$ cat src/rtl/online_mult_seq.sv
// online_mult_seq
//
// Sequencer for a parallel online (MSD-first, radix-2 signed-digit)
// multiplier array. It latches two N-digit operands and clears the array
// residual. It then streams one x and one y digit per step, MSD first, for
// N+DELTA steps. The product digits selected by the datapath are collected
// into a one-entry valid/ready output buffer.
//
// Digit encoding is {p,n} with value p-n. The code 2'b11 is redundant and
// is normalised to 2'b00 when the operands are latched.
//
// Ports:
//   clk, rst        clock and asynchronous active-high reset
//   start           begin a multiplication (honoured only in IDLE)
//   abort           synchronous abort, back to IDLE on the next edge
//   x_in, y_in      operands, digit i at [2i+1:2i], digit N-1 is the MSD
//   busy            state != IDLE
//   arr_clr         clear the array residual (one cycle, in CLR)
//   arr_en          the array advances one step this cycle
//   x_dig, y_dig    current operand digits presented to the array
//   sel_dig         product digit selected by the datapath for this step
//   z_dig, z_valid, z_ready, z_last
//                   output digit buffer and its handshake; z_last marks
//                   the N-th (least significant) product digit
//   done            one-cycle completion pulse
module online_mult_seq #(
  parameter int N     = 8,
  parameter int DELTA = 3
) (
  input  logic           clk,
  input  logic           rst,
  input  logic           start,
  input  logic           abort,
  input  logic [2*N-1:0] x_in,
  input  logic [2*N-1:0] y_in,
  output logic           busy,
  output logic           arr_clr,
  output logic           arr_en,
  output logic [1:0]     x_dig,
  output logic [1:0]     y_dig,
  input  logic [1:0]     sel_dig,
  output logic [1:0]     z_dig,
  output logic           z_valid,
  input  logic           z_ready,
  output logic           z_last,
  output logic           done
);

  // k runs 0 .. N+DELTA, so it needs room for N+DELTA itself.
  localparam int KW = $clog2(N + DELTA + 1);
  // The output counter runs 0 .. N.
  localparam int CW = $clog2(N + 1);

  localparam logic [KW-1:0] K_FIRST = KW'(DELTA);
  localparam logic [KW-1:0] K_LAST  = KW'(N + DELTA - 1);
  localparam logic [CW-1:0] CNT_ALL = CW'(N);

  typedef enum logic [2:0] {
    IDLE  = 3'd0,
    CLR   = 3'd1,
    RUN   = 3'd2,
    DRAIN = 3'd3,
    DONE  = 3'd4
  } state_t;

  // Replace the redundant zero code 2'b11 by the canonical 2'b00.
  function automatic logic [2*N-1:0] norm_digits(input logic [2*N-1:0] v);
    logic [2*N-1:0] r;
    r = v;
    for (int i = 0; i < N; i++) begin
      if (v[2*i +: 2] == 2'b11) begin
        r[2*i +: 2] = 2'b00;
      end else begin
        r[2*i +: 2] = v[2*i +: 2];
      end
    end
    return r;
  endfunction

  state_t          state_r;
  state_t          next_s;
  logic [2*N-1:0]  x_sr_r;
  logic [2*N-1:0]  y_sr_r;
  logic [KW-1:0]   k_r;
  logic [CW-1:0]   out_cnt_r;
  logic [1:0]      z_dig_r;
  logic            z_valid_r;
  logic            z_last_r;

  logic            stall_s;
  logic            step_s;
  logic            capture_s;
  logic            last_step_s;
  logic            pop_s;

  // Step qualification. A full buffer that is not being drained blocks
  // the array, because the next capture would have nowhere to go.
  always_comb begin
    stall_s     = z_valid_r && !z_ready;
    step_s      = (state_r == RUN) && !stall_s;
    capture_s   = step_s && (k_r >= K_FIRST);
    last_step_s = step_s && (k_r == K_LAST);
    pop_s       = z_valid_r && z_ready;
  end

  // Next-state logic; abort overrides every other transition.
  always_comb begin
    next_s = state_r;
    case (state_r)
      IDLE: begin
        if (start) begin
          next_s = CLR;
        end else begin
          next_s = IDLE;
        end
      end
      CLR: begin
        next_s = RUN;
      end
      RUN: begin
        if (last_step_s) begin
          next_s = DRAIN;
        end else begin
          next_s = RUN;
        end
      end
      DRAIN: begin
        // All N digits captured; leave once the last one has been taken.
        if ((out_cnt_r == CNT_ALL) && (pop_s || !z_valid_r)) begin
          next_s = DONE;
        end else begin
          next_s = DRAIN;
        end
      end
      DONE: begin
        next_s = IDLE;
      end
      default: begin
        next_s = IDLE;
      end
    endcase
    if (abort) begin
      next_s = IDLE;
    end else begin
      next_s = next_s;
    end
  end

  // State register.
  always_ff @(posedge clk or posedge rst) begin
    if (rst) begin
      state_r <= IDLE;
    end else begin
      state_r <= next_s;
    end
  end

  // Operand shift registers: the MSD sits at the top and is shifted out
  // one digit per array step. Zeros shift in, which supplies the 2'b00
  // digits needed for steps k >= N.
  always_ff @(posedge clk or posedge rst) begin
    if (rst) begin
      x_sr_r <= '0;
      y_sr_r <= '0;
    end else if (abort) begin
      x_sr_r <= x_sr_r;
      y_sr_r <= y_sr_r;
    end else if ((state_r == IDLE) && start) begin
      x_sr_r <= norm_digits(x_in);
      y_sr_r <= norm_digits(y_in);
    end else if (step_s) begin
      x_sr_r <= {x_sr_r[2*N-3:0], 2'b00};
      y_sr_r <= {y_sr_r[2*N-3:0], 2'b00};
    end else begin
      x_sr_r <= x_sr_r;
      y_sr_r <= y_sr_r;
    end
  end

  // Step counter k: cleared in CLR, advanced on every unstalled step.
  always_ff @(posedge clk or posedge rst) begin
    if (rst) begin
      k_r <= '0;
    end else if (abort) begin
      k_r <= '0;
    end else if (state_r == CLR) begin
      k_r <= '0;
    end else if (step_s) begin
      k_r <= k_r + KW'(1);
    end else begin
      k_r <= k_r;
    end
  end

  // Output buffer and digit counter. A capture in the same cycle as a
  // pop refills the buffer, so z_valid stays high and throughput is one
  // digit per cycle. Steps k < DELTA only fill the online pipeline and
  // their sel_dig is not captured.
  always_ff @(posedge clk or posedge rst) begin
    if (rst) begin
      z_dig_r   <= 2'b00;
      z_valid_r <= 1'b0;
      z_last_r  <= 1'b0;
      out_cnt_r <= '0;
    end else if (abort) begin
      z_dig_r   <= 2'b00;
      z_valid_r <= 1'b0;
      z_last_r  <= 1'b0;
      out_cnt_r <= '0;
    end else if (state_r == CLR) begin
      z_dig_r   <= z_dig_r;
      z_valid_r <= 1'b0;
      z_last_r  <= 1'b0;
      out_cnt_r <= '0;
    end else if (capture_s) begin
      z_dig_r   <= sel_dig;
      z_valid_r <= 1'b1;
      z_last_r  <= (k_r == K_LAST);
      out_cnt_r <= out_cnt_r + CW'(1);
    end else if (pop_s) begin
      z_dig_r   <= z_dig_r;
      z_valid_r <= 1'b0;
      z_last_r  <= 1'b0;
      out_cnt_r <= out_cnt_r;
    end else begin
      z_dig_r   <= z_dig_r;
      z_valid_r <= z_valid_r;
      z_last_r  <= z_last_r;
      out_cnt_r <= out_cnt_r;
    end
  end

  // Output decode. Everything here comes straight from the state register
  // or the registered buffer, except arr_en, which must react to z_ready
  // within the cycle to stall the array without losing a digit.
  always_comb begin
    busy    = (state_r != IDLE);
    arr_clr = (state_r == CLR);
    arr_en  = step_s;
    done    = (state_r == DONE);
    if (state_r == RUN) begin
      x_dig = x_sr_r[2*N-1 -: 2];
      y_dig = y_sr_r[2*N-1 -: 2];
    end else begin
      x_dig = 2'b00;
      y_dig = 2'b00;
    end
    z_dig   = z_dig_r;
    z_valid = z_valid_r;
    z_last  = z_last_r;
  end

endmodule

$ cat config.mk
export PLATFORM = sky130hd
export DESIGN_NAME = online_mult_seq
export DESIGN_NICKNAME = d
export VERILOG_FILES = /design/src/rtl/online_mult_seq.sv
export SDC_FILE = /design/constraint.sdc
export NUM_CORES = 1
export LEC_CHECK = 0
export ABC_AREA = 1
export BUFFER_PORTS_ARGS = -buffer_cell sky130_fd_sc_hd__buf_4
export CORE_MARGIN = 2
export CORE_UTILIZATION = 59
export DETAILED_ROUTE_END_ITERATION = 7
export HOLD_SLACK_MARGIN = 0.08
export PLACE_DENSITY = 0.87
export SYNTH_ARGS = -nofsm -noshare
export SYNTH_HDL_FRONTEND = slang
export SYNTH_SLANG_ARGS = --single-unit
$ cat constraint.sdc
create_clock -name clk -period 4 [get_ports clk]
set_clock_uncertainty 0.15 [all_clocks]
set_input_delay 0.8 -clock clk [delete_from_list [all_inputs] [get_ports clk]]
set_output_delay 0.8 -clock clk [all_outputs]
set_load 0.02 [all_outputs]
; After elaboration in Yosys (flattened, before gate mapping)
; Index checks and enable logic that the tools add are counted.
[op_classes]
n_addsub = 2
magnitude_cmp = 1
eq_ne = 23
muxes = 43
n_bitwise = 1
reduce_logical = 20
[op_table]
columns = cell, n
row1 = 2-to-1 mux 16 bit, 4
row2 = 2-to-1 mux 2 bit, 21
row3 = == test 2 bit (second input constant), 16
row4 = 2-to-1 mux 4 bit, 6
row5 = one-hot mux 3 bit (4 select lines), 1
row6 = 2-to-1 mux 1 bit, 9
row7 = nonzero test 3 bit, 3
row8 = adder 4 x 1 -> 4 bit (second input constant), 2
row9 = == test 4 bit (second input constant), 2
row10 = logical AND 1 bit, 7
row11 = == test 3 x 2 -> 1 bit (second input constant), 2
row12 = 2-to-1 mux 3 bit, 2
row13 = greater-or-equal comparator 4 x 2 -> 1 bit (second input constant), 1
row14 = AND reduction 2 bit, 2
row15 = nonzero test 2 bit, 2
row16 = nonzero test 4 bit, 1
row17 = == test 3 x 1 -> 1 bit (second input constant), 1
row18 = == test 3 bit (second input constant), 1
row19 = logical NOT 1 bit, 3
row20 = logical NOT 3 bit, 1
row21 = != test 2 bit (second input constant), 1
row22 = logical OR 1 bit, 1
row23 = inverter 1 bit, 1
[word_totals]
register_bits = 47
word_cells = 98

; Longest topological paths before layout
; Gate-level depths: netlist (run 1).
[depth]
depth_word = 8
depth_mapped = 8
ltp_nobuf = 8

; Least setup slack after synthesis (run 1)
; Ideal clock, no wire load.
[synth_timing]
path_type = input -> output
startpoint = in z_ready
endpoint = out arr_en
arrival_time_ns = 1.285
required_time_ns = 3.050
slack_ns = 1.765
path_stages = 4
cell_sequence = inv_1 -> nand2_1 -> inv_1 -> nor2_4
[synth_between]
elab_chain_len = 4
[synth_lines]
columns = element, line_no
row1 = "start, declared", 44  ; input logic z_ready,
row2 = logical NOT 1 bit, 99  ; stall_s = z_valid_r && !z_ready;
row3 = logical AND 1 bit, 99
row4 = logical NOT 1 bit, 100  ; step_s = (state_r == RUN) && !stall_s;
row5 = logical AND 1 bit, 100
row6 = "end, declared", 38  ; output logic arr_en,
; No other way between the ends.

; Worst setup path in the final report (run 1)
; Same ends and word-level chain as after synthesis.

==> flow_summary_export.csv, run 1 <==
group,metric,value,unit
die,dieWidth,70.9,µm
die,die_h,70.9,µm
setup_path,slowest_stage,"nor2_4",
clock_network,cts_tree,"built",
synth,yosysUniqueCellTypes,27,
global_route,grt_use_total,22.8,%
timing,rsz0062_at_grt,"no",
power_and_ir_drop,cellPowerDensity,375,mW/mm²
clock_network,clk-insertion-delay-late,0.30,ns
place,gp_congestion,0.829,
clock_network,root_buffer,"clkbuf_8",
setup_path,r2r_end,"y_sr_r[14]",
setup_path,cp_top_family,"buffers and inverters",
timing,finalMaxSlewViolations,0,
clock_network,cts_max_level,2,
global_route,grt_pass1_wl,9.25,mm
setup_path,crit_chain,"buf_4, inv_1, nand2_1, inv_1, nor2_4, buf_4",
setup_path,cp.arrival,1.55,ns
route,drt-pass1-iter-count,4,
timing,fin_setup_tns,0,ns
die,fp.dieArea,0.00503,mm²
route,wl,5.25,mm
power_and_ir_drop,swShare,31.4,%
synth,synth_nets,409,
global_route,grt_max_degree,48,
power_and_ir_drop,p_comb_share,23.8,%
setup_path,critical_path_buf_inv_count,4,
route,drtIter0Drc,177,
synth,synth.avg_cell_area,7.22,µm²
power_and_ir_drop,pwr-share-seq,52.5,%
global_route,grt_pass1_vias,2212,
timing,period_share,62.4,%
power_and_ir_drop,irDropWorstVdd,213,µV
global_route,grt_overflow,0,
power_and_ir_drop,p_clk_share,23.7,%
setup_path,required,3.05,ns
setup_path,cpPeakStageDelay,0.21,ns
min_path,min_to,"x_sr_r[11]",
clock_network,clk_pin_slew,0.08,ns
place,placed_cells,457,
final_layout,utilization,71.3,%
route,antenna_left,0,
setup_path,r2r_cells,5,
route,drc,0,
timing,setup_viol_count_final,0,
setup_path,r2r_slack,1.79,ns
timing,hold_violations,0,
synth,synth_area,0.00264,mm²
place,dp_hpwl,3.72,mm
place,preCtsSetupSlack,1.49,ns
route,via_count,2346,
global_route,antenna_found_initial,0,
final_layout,diodes,0,
final_layout,area_growth,16.7,%
die,io-pin-count,51,
final_layout,num-nets-final,455,
min_path,min_from,"x_sr_r[11]",
timing,period_minus_slack,2.50,ns
setup_path,cp_max_fo,9,
setup_path,crit_path_start_kind,"input pin",
outcome,outcome,"finished, final reports clean",
setup_path,r2r-start,"state_r[1]",
clock_network,holdBufCountCts,0,
setup_path,worstSetupPathDepth,6,
route,via_per_inst,5.05,
synth,ys_seq_area_share,44.5,%
clock_network,numCtsBuffers,5,
clock_network,cts.sinks,47,
route,wl_per_cell,11.3,µm
job,cap_viol_max_count,0,
clock_network,clockBufferDepth,2,
timing,tightest_slew,0.942,ns
power_and_ir_drop,power.internal,0.792,mW
clock_network,cts_resized,0,
final_layout,fin_cells,465,
synth,synth_cells,366,
die,num_rows,24,
synth,ys_ff_latch,47,
setup_path,crit_path_end_kind,"output port",
timing,max-slew-margin-rel,37.1,%
power_and_ir_drop,p_switching,0.363,mW
timing,layout_setup_ws,1.50,ns
final_layout,drive_gt1_share,20.8,%
power_and_ir_drop,p_leak,1.69,nW
synth,yosys_warnings,0,
place,port_buffers,50,
timing,worst_hold_slack,0.335,ns
die,start_util,61.1,%
min_path,min_delay_path_depth,2,
timing,fmax,0.400,GHz
die,core,0.00432,mm²
min_path,holdCritPathClass,"flop to flop",
clock_network,post_cts_buffers,0,
setup_path,crit_type,"input pin to output port",
worst min-delay path: cells and delay by family, from the launching register on:
family	cells	cell delay, ns
DFF	1	0.35
and+or+nand+nor	2	0.11
state kept, by name, indices dropped and copies added (netlist names):
| register | cells |
|---|---|
| state_r | 3 |
| z_dig | 2 |
| x_sr_r | 16 |
| z_last | 1 |
| out_cnt_r | 4 |
| k_r | 4 |
| y_sr_r | 16 |
| z_valid | 1 |
cell usage after synthesis:
cell / instances / area share (%)
nor3_1: 1 / 0.19
nand3_1: 19 / 3.6
inv_1: 35 / 5.0
a21boi_0: 1 / 0.28
buf_1: 1 / 0.14
nor4_1: 1 / 0.24
nand2_1: 157 / 22
buf_4: 2 / 0.57
nand3_2: 2 / 0.76
nand4_1: 3 / 0.71
buf_6: 4 / 1.7
o21ai_1: 30 / 5.7
nor2_1: 16 / 2.3
a21oi_4: 1 / 0.62
dfrtp_1: 47 / 45
a21oi_1: 2 / 0.38
o21ai_0: 9 / 1.7
or2_2: 14 / 3.3
xor2_1: 1 / 0.33
buf_2: 4 / 0.76
ha_1: 4 / 1.9
nor2_4: 2 / 0.85
nand2_2: 2 / 0.47
inv_2: 5 / 0.71
clkbuf_1: 1 / 0.14
nand3_4: 1 / 0.66
nor2_2: 1 / 0.24
how the worst max path moves through the flow:
| stage | start | endpoint | slack, ns |
|---|---|---|---|
| 6_report | z_ready | arr_en | 1.50 |
| 5_1_grt | z_ready | arr_en | 1.45 |
| 4_1_cts | z_ready | arr_en | 1.49 |
| 3_5_place_dp | z_ready | arr_en | 1.49 |
| 3_3_place_gp | z_ready | arr_en | 1.53 |
| 2_1_floorplan | z_ready | arr_en | 1.76 |
kinds of logic after synthesis:
kind of cell             after synthesis  synth area share [%]
buffers and inverters                 52                  9.00
adder cells (fa/ha/maj)                4                  1.89
flip-flops                            47                  44.5
AND/OR/NAND/NOR                      219                  35.6
XOR/XNOR                               1                 0.331
AO/OA/AOI/OAI                         43                  8.66
per-layer routing:
metal  routed length [µm]  share of wire, %  global-route usage (%)
met5                    0                 0                       0
met4                   63               1.2                    7.76
met3                  277               5.3                    4.84
met2                 2640                50                    40.5
met1                 2270                43                    27.5
metrics by stage:
step | total power [mW] | instance area [µm²]
4_1_cts | 1.16 | 3080
3_3_place_gp | 0.879 | 3000
6_report | 1.16 | 3080
5_1_grt | 1.23 | 3080
2_1_floorplan | 0.816 | 2640
3_5_place_dp | 0.890 | 3000
power groups by stage:
stage,sequential (mW),clock (mW),combinational [mW]
4_1_cts,0.606,0.281,0.277
6_report,0.607,0.274,0.275
3_5_place_dp,0.612,0,0.278
2_1_floorplan,0.601,0,0.215
3_3_place_gp,0.612,0,0.267
5_1_grt,0.617,0.302,0.315
area by class of cell:
class                      count  area [µm²]
sequential                    47        1180
tap                           52        65.1
timing repair buffer          51         383
multi-input combinational    267        1230
clock buffer                   7        76.3
clock inverter                 1        5.00
inverter                      40         150
fill                         380        1240
layout by cell type (no fill, tap or decap):
master | synthesis | final
clkinv_2 | 0 | 1
o21ai_1 | 30 | 30
o21ai_0 | 9 | 9
ha_1 | 4 | 4
nand2_2 | 2 | 2
nand3_1 | 19 | 19
nor3_1 | 1 | 1
a21boi_0 | 1 | 1
nand3_4 | 1 | 1
buf_4 | 2 | 51
nor4_1 | 1 | 1
nand2_1 | 157 | 157
clkbuf_1 | 1 | 2
nor2_4 | 2 | 2
inv_2 | 5 | 6
nor2_1 | 16 | 16
nor2_2 | 1 | 1
a21oi_1 | 2 | 2
clkbuf_8 | 0 | 5
nand3_2 | 2 | 2
xor2_1 | 1 | 1
dfrtp_1 | 47 | 47
or2_2 | 14 | 14
nand4_1 | 3 | 3
a21oi_4 | 1 | 1
inv_1 | 35 | 34
Power figures use the tool's default switching activity.
==> run 2: changes to the inputs <==
--- a/config.mk
+++ b/config.mk
@@ -5,13 +5,13 @@
 export SDC_FILE = /design/constraint.sdc
 export NUM_CORES = 1
 export LEC_CHECK = 0
-export ABC_AREA = 1
+export ABC_AREA = 0
 export BUFFER_PORTS_ARGS = -buffer_cell sky130_fd_sc_hd__buf_4
 export CORE_MARGIN = 2
-export CORE_UTILIZATION = 59
+export CORE_UTILIZATION = 55
 export DETAILED_ROUTE_END_ITERATION = 7
 export HOLD_SLACK_MARGIN = 0.08
-export PLACE_DENSITY = 0.87
+export PLACE_DENSITY = 0.82
 export SYNTH_ARGS = -nofsm -noshare
 export SYNTH_HDL_FRONTEND = slang
 export SYNTH_SLANG_ARGS = --single-unit
==> constraint.sdc (replaced) <==
create_clock -name clk -period 2.49 [get_ports clk]
set_clock_uncertainty 0.15 [all_clocks]
set_input_delay 0.498 -clock clk [delete_from_list [all_inputs] [get_ports clk]]
set_output_delay 0.498 -clock clk [all_outputs]
set_load 0.02 [all_outputs]
==> run 2 against run 1 <==
Effect of this change:
- global-route usage rose by 2.0 points
- non-clock buffer count up 11
- via count rose by 5.8%
- clock power rose by 82%
- highest routed layer unchanged
- core utilization shrank 2.2 points
==> flow_summary_export.csv, run 2 <==
group,metric,value,unit
die,io-pin-count,51,
power_and_ir_drop,p_clk_share,26.3,%
place,placed_cells,406,
setup_path,crit_path_start_kind,"flop",
synth,synth-async-reset-ratio,100,%
synth,ys_ff_latch,47,
setup_path,cp_max_fo,19,
synth,synth_ff_type,"dfrtp_1",
route,wl_per_cell,15.4,µm
synth,yosysUniqueCellTypes,31,
timing,hold_violations,0,
clock_network,holdBufCountCts,0,
final_layout,diodes,0,
clock_network,post_cts_buffers,0,
clock_network,root_buffer,"clkbuf_8",
timing,fin_setup_tns,0,ns
final_layout,fin_area,0.00328,mm²
synth,yosys_warnings,0,
global_route,grt_overflow,0,
setup_path,cp.arrival,1.73,ns
place,preCtsSetupSlack,0.281,ns
clock_network,clk_pin_slew,0.08,ns
place,place_area,0.00318,mm²
synth,yosysTopAreaCellShare,43.3,%
die,die_h,74.3,µm
setup_path,cp_top_family,"simple AND/OR/NAND/NOR gates",
timing,fmax,0.421,GHz
synth,ys_seq_area_share,43.3,%
route,drt-pass1-iter-count,7,
route,via_count,2483,
clock_network,numCtsBuffers,5,
global_route,antenna_found_initial,0,
synth,synth_cells,307,
setup_path,r2r_slack,0.45,ns
timing,period_share,95.3,%
power_and_ir_drop,p_switching,0.549,mW
power_and_ir_drop,pwr-share-seq,51.4,%
final_layout,fin_cells,414,
clock_network,clockBufferDepth,2,
synth,synth_area,0.00272,mm²
clock_network,cts_tree,"built",
final_layout,layout_common_cells,"buf_4 (59), dfrtp_1 (47), inv_1 (38)",
timing,max-slew-margin-rel,59.6,%
power_and_ir_drop,p_leak,1.46,nW
final_layout,top_regs,"x_sr_r: 16 flops, y_sr_r: 16 flops",
final_layout,utilization,69.1,%
setup_path,crit_type,"flop to output port",
power_and_ir_drop,power.internal,1.35,mW
setup_path,crit_chain,"or3b_4, buf_12, nor2_1, buf_4",
setup_path,cpPeakStageDelay,0.50,ns
timing,period_minus_slack,2.37,ns
power_and_ir_drop,cellPowerDensity,578,mW/mm²
synth,synth_area_leaders,"dfrtp_1 (43%), a311oi_1 (9.4%), nor4_1 (7.1%)",
die,core,0.00475,mm²
global_route,grt_pass1_vias,2331,
clock_network,cts_max_level,2,
setup_path,crit_path_end_kind,"output port",
clock_network,clk-insertion-delay-late,0.30,ns
synth,synth.avg_cell_area,8.84,µm²
place,dp_hpwl,4.28,mm
final_layout,drive_gt1_share,22.8,%
synth,synth_edf_count,0,
synth,synth_nets,350,
outcome,outcome,"finished, final reports clean",
final_layout,num-nets-final,389,
route,wl,6.37,mm
synth,yosysMostFrequentCell,"dfrtp_1",
die,fp.dieArea,0.00551,mm²
global_route,grt_use_total,24.7,%
power_and_ir_drop,power,1.90,mW
die,dieWidth,74.3,µm
timing,tightest_slew,0.602,ns
synth,synth_top_area_cell,"dfrtp_1",
timing,rsz0062_at_grt,"no",
setup_path,slowest_stage,"or3b_4",
setup_path,critical_path_buf_inv_count,2,
route,drc,0,
clock_network,cts.sinks,47,
place,port_buffers,50,
timing,layout_setup_ws,0.117,ns
global_route,grt_pass1_wl,10.7,mm
die,start_util,57.1,%
route,drtIter0Drc,151,
route,via_per_inst,6.00,
die,num_rows,25,
setup_path,required,1.84,ns
synth,synthTopCellsByCount,"dfrtp_1 (47), inv_1 (39), nor4_1 (31)",
timing,worst_hold_slack,0.0786,ns
job,cap_viol_max_count,0,
power_and_ir_drop,swShare,28.9,%
timing,finalMaxSlewViolations,0,
global_route,grt_max_degree,48,
place,gp_congestion,0.843,
min_path,holdCritPathClass,"input pin to async pin",
timing,setup_viol_count_final,0,
final_layout,final_common_cell,"buf_4",
final_layout,area_growth,21.0,%
power_and_ir_drop,p_comb_share,22.3,%
route,antenna_left,0,
power_and_ir_drop,irDropWorstVdd,346,µV
## run 2: changes by cell type in the layout (fill, tap and decap cells not counted), sizes merged, moves of 6 or more
cell and change:
buf +11, nor2 -11, o31ai +6, a311oi +29
o21ai -38, nor2b +29, nand3 -13, nand2 -154
nor3 +28, or2 -14, nor4 +30
## run 2: timing repair
action / 4_1_cts / 5_1_grt
resized for setup: 1 / 0
setup endpoints to repair: 4 / 0
endpoints found under the hold margin: 0 / 0
## run 2: worst reg2reg max path, stage by stage, from the launching register on
cell and delay, ns:
dfrtp_1 0.47, or3b_4 0.50, or4_4 0.52, a311oi_1 0.30
## run 2: cells by family after synthesis
family                   synth area share (%)
buffers and inverters                    9.91
multiplexers                            0.737
flip-flops                               43.3
AND/OR/NAND/NOR                          28.7
AO/OA/AOI/OAI                            15.5
adder cells (fa/ha/maj)                  1.84
## run 2: area by class of cell
type,count,area [µm²]
sequential,47,1180
tap,67,83.8
clock buffer,8,100
timing repair buffer,62,503
inverter,39,146
multi-input combinational,191,1270
fill,391,1470
## run 2: path summary, 6_finish.rpt
check,startpoint,to,cells after the start
min reg2reg,y_sr_r[0],y_sr_r[0],1
max in group asynchronous,rst,z_dig[0],3
max,state_r[2],x_dig[0],4
min,rst,k_r[1],3
min in group clk,sel_dig[1],z_dig[1],3
max reg2reg,state_r[2],state_r[0],3
## run 2: power by group through the flow
stage               Sequential [mW]  Combinational [mW]  Clock, mW
global placement              0.985               0.408          0
CTS                           0.973               0.425      0.507
floorplan                     0.964               0.287          0
finish                        0.975               0.424      0.499
detailed placement            0.985               0.422          0
global route                  0.989               0.474      0.539
## run 2: routing by layer
metal | part of all wire (%) | GRT usage, % | vias up
met4 | 1.4 | 8.13 | 0
met2 | 47 | 37.7 | 82
met1 | 47 | 35.6 | 1183
li1 | - | - | 1207
met3 | 4.7 | 5.15 | 11
met5 | 0 | 0 | -
==> run 3: changes to the inputs <==
--- a/config.mk
+++ b/config.mk
@@ -7,11 +7,10 @@
 export LEC_CHECK = 0
 export ABC_AREA = 0
 export BUFFER_PORTS_ARGS = -buffer_cell sky130_fd_sc_hd__buf_4
-export CORE_MARGIN = 2
-export CORE_UTILIZATION = 55
+export CORE_UTILIZATION = 45
 export DETAILED_ROUTE_END_ITERATION = 7
 export HOLD_SLACK_MARGIN = 0.08
-export PLACE_DENSITY = 0.82
+export PLACE_DENSITY = 0.7
 export SYNTH_ARGS = -nofsm -noshare
 export SYNTH_HDL_FRONTEND = slang
 export SYNTH_SLANG_ARGS = --single-unit
==> run 3 against run 2 <==
Effect of this change:
- cell count grew 0.97%
- non-clock buffer count is the same
- sequential share of layout area grew 0.19 points
- sequential power shrank 0.4%
- count of clock-buffer cells in the layout shrank 3
- global-route usage shrank 2.1 points
- combinational power shrank 0.9%
- via count grew 0.97%
- worst hold slack is essentially flat
- critical path type unchanged
- critical endpoint is now x_dig[1]
- largest cell class unchanged
==> flow_summary_export.csv, run 3 (synthesis gave the netlist of run 2 again) <==
group,metric,value,unit
timing,fin_setup_tns,0,ns
final_layout,area_growth,20.5,%
die,die_h,79.7,µm
setup_path,required,1.84,ns
global_route,grtUsageMet2,35.0,%
die,io-pin-count,51,
die,start_util,47.8,%
final_layout,num-nets-final,389,
global_route,grt_max_degree,33,
die,core,0.00568,mm²
timing,tightest_slew,0.669,ns
timing,period_share,95.1,%
min_path,holdCritPathClass,"input pin to async pin",
setup_path,r2r-start,"state_r[1]",
route,drt-pass1-iter-count,4,
power_and_ir_drop,power.internal,1.38,mW
setup_path,crit_path_end_kind,"output port",
setup_path,r2r_cells,4,
final_layout,final_common_cell,"buf_4",
final_layout,regArea,0.00118,mm²
global_route,grt_use_met3,3.89,%
power_and_ir_drop,cellPowerDensity,594,mW/mm²
clock_network,cts_tree,"built",
final_layout,multi_input_area,0.00127,mm²
route,antenna_left,0,
clock_network,clk-insertion-delay-late,0.30,ns
global_route,antenna_found_initial,0,
setup_path,r2r_end,"state_r[0]",
route,wl,6.65,mm
timing,finalMaxSlewViolations,0,
place,gp_congestion,0.797,
timing,period_minus_slack,2.37,ns
timing,hold_violations,0,
final_layout,layout_common_cells,"buf_4 (61), dfrtp_1 (46), inv_1 (38)",
power_and_ir_drop,p_leak,1.44,nW
global_route,use_met1,32.1,%
place,port_buffers,50,
global_route,grt_pass1_vias,2329,
global_route,grt_pass1_wl,11.2,mm
power_and_ir_drop,irDropWorstVdd,260,µV
final_layout,diodes,0,
job,cap_viol_max_count,0,
timing,max-slew-margin-rel,55.0,%
final_layout,top_regs,"x_sr_r: 16 flops, y_sr_r: 16 flops",
route,via_count,2507,
clock_network,post_cts_buffers,0,
timing,setup_viol_count_final,0,
setup_path,crit_type,"flop to output port",
setup_path,r2r_slack,0.38,ns
global_route,grt_use_total,22.6,%
clock_network,numCtsBuffers,5,
clock_network,cts.sinks,47,
final_layout,drive_gt1_share,22.8,%
power_and_ir_drop,power,1.94,mW
clock_network,clockBufferDepth,2,
clock_network,cts_max_level,2,
final_layout,nFillCells,530,
timing,fmax,0.422,GHz
route,wl_per_cell,15.9,µm
global_route,grt_overflow,0,
place,dp_hpwl,4.35,mm
outcome,outcome,"finished, final reports clean",
route,via_per_inst,6.00,
die,dieWidth,79.7,µm
power_and_ir_drop,p_clk_share,28.4,%
power_and_ir_drop,p_comb_share,21.6,%
clock_network,root_buffer,"clkbuf_8",
setup_path,cp_max_fo,32,
route,drtIter0Drc,241,
final_layout,utilization,57.6,%
clock_network,clk_pin_slew,0.09,ns
route,drc,0,
die,fp.dieArea,0.00635,mm²
setup_path,cp.arrival,1.72,ns
power_and_ir_drop,pwr-share-seq,50.0,%
setup_path,crit_path_start_kind,"flop",
power_and_ir_drop,swShare,28.8,%
die,num_rows,27,
global_route,grt-busiest-layer,"met2",
timing,rsz0062_at_grt,"no",
power_and_ir_drop,p_switching,0.560,mW
## run 3: worst max path at each step
stage / from / endpoint / slack [ns]
floorplan: state_r[0] / arr_en / 0.34
detailed placement: state_r[2] / state_r[0] / 0.41
global route: state_r[1] / x_dig[0] / 0.002
global placement: abort / x_sr_r[1] / 0.46
CTS: state_r[2] / x_dig[1] / 0.10
finish: state_r[1] / x_dig[1] / 0.12
## run 3: what timing repair did
action,CTS,global route
hold buffers,0,0
setup endpoints to repair,0,4
resized for setup,0,1
## run 3: worst max-delay path, stage by stage (launching register included)
cell and delay [ns]:
dfrtp_1 0.46, or3b_1 0.40, buf_4 0.25, nor2_1 0.14, buf_4 0.15
## run 3: through the flow
stage                     hold slack [ns]  area, µm²  std cells  setup slack, ns
final                              0.0790       3270        418            0.122
after global routing                0.113       3270        418          0.00248
after CTS                          0.0972       3270        418            0.102
after detailed placement            0.351       3160        411            0.407
after global placement              0.347       3160        411            0.460
after floorplan                     0.334       2720        307            0.344
## run 3: power groups by stage
stage               clock, mW  combinational, mW  sequential [mW]
finish                  0.551              0.420            0.971
global route            0.591              0.473            0.990
CTS                     0.563              0.422            0.970
detailed placement          0              0.418            0.984
global placement            0              0.407            0.981
floorplan                   0              0.287            0.964
## run 3: layout make-up
cell class | count | share of cell area [%]
Tap cell | 72 | 2.75
Inverter | 39 | 4.48
Sequential cell | 47 | 36.0
Clock inverter | 2 | 1.15
Timing Repair Buffer | 62 | 14.6
Clock buffer | 5 | 2.10
Multi-Input combinational cell | 191 | 38.9
## run 3: layer usage
metal | share of wire [%] | wire (µm) | vias to the layer above
li1 | - | - | 1206
met1 | 47 | 3090 | 1207
met2 | 47 | 3150 | 87
met3 | 4.9 | 324 | 7
met4 | 1.3 | 85 | 0
met5 | 0 | 0 | -
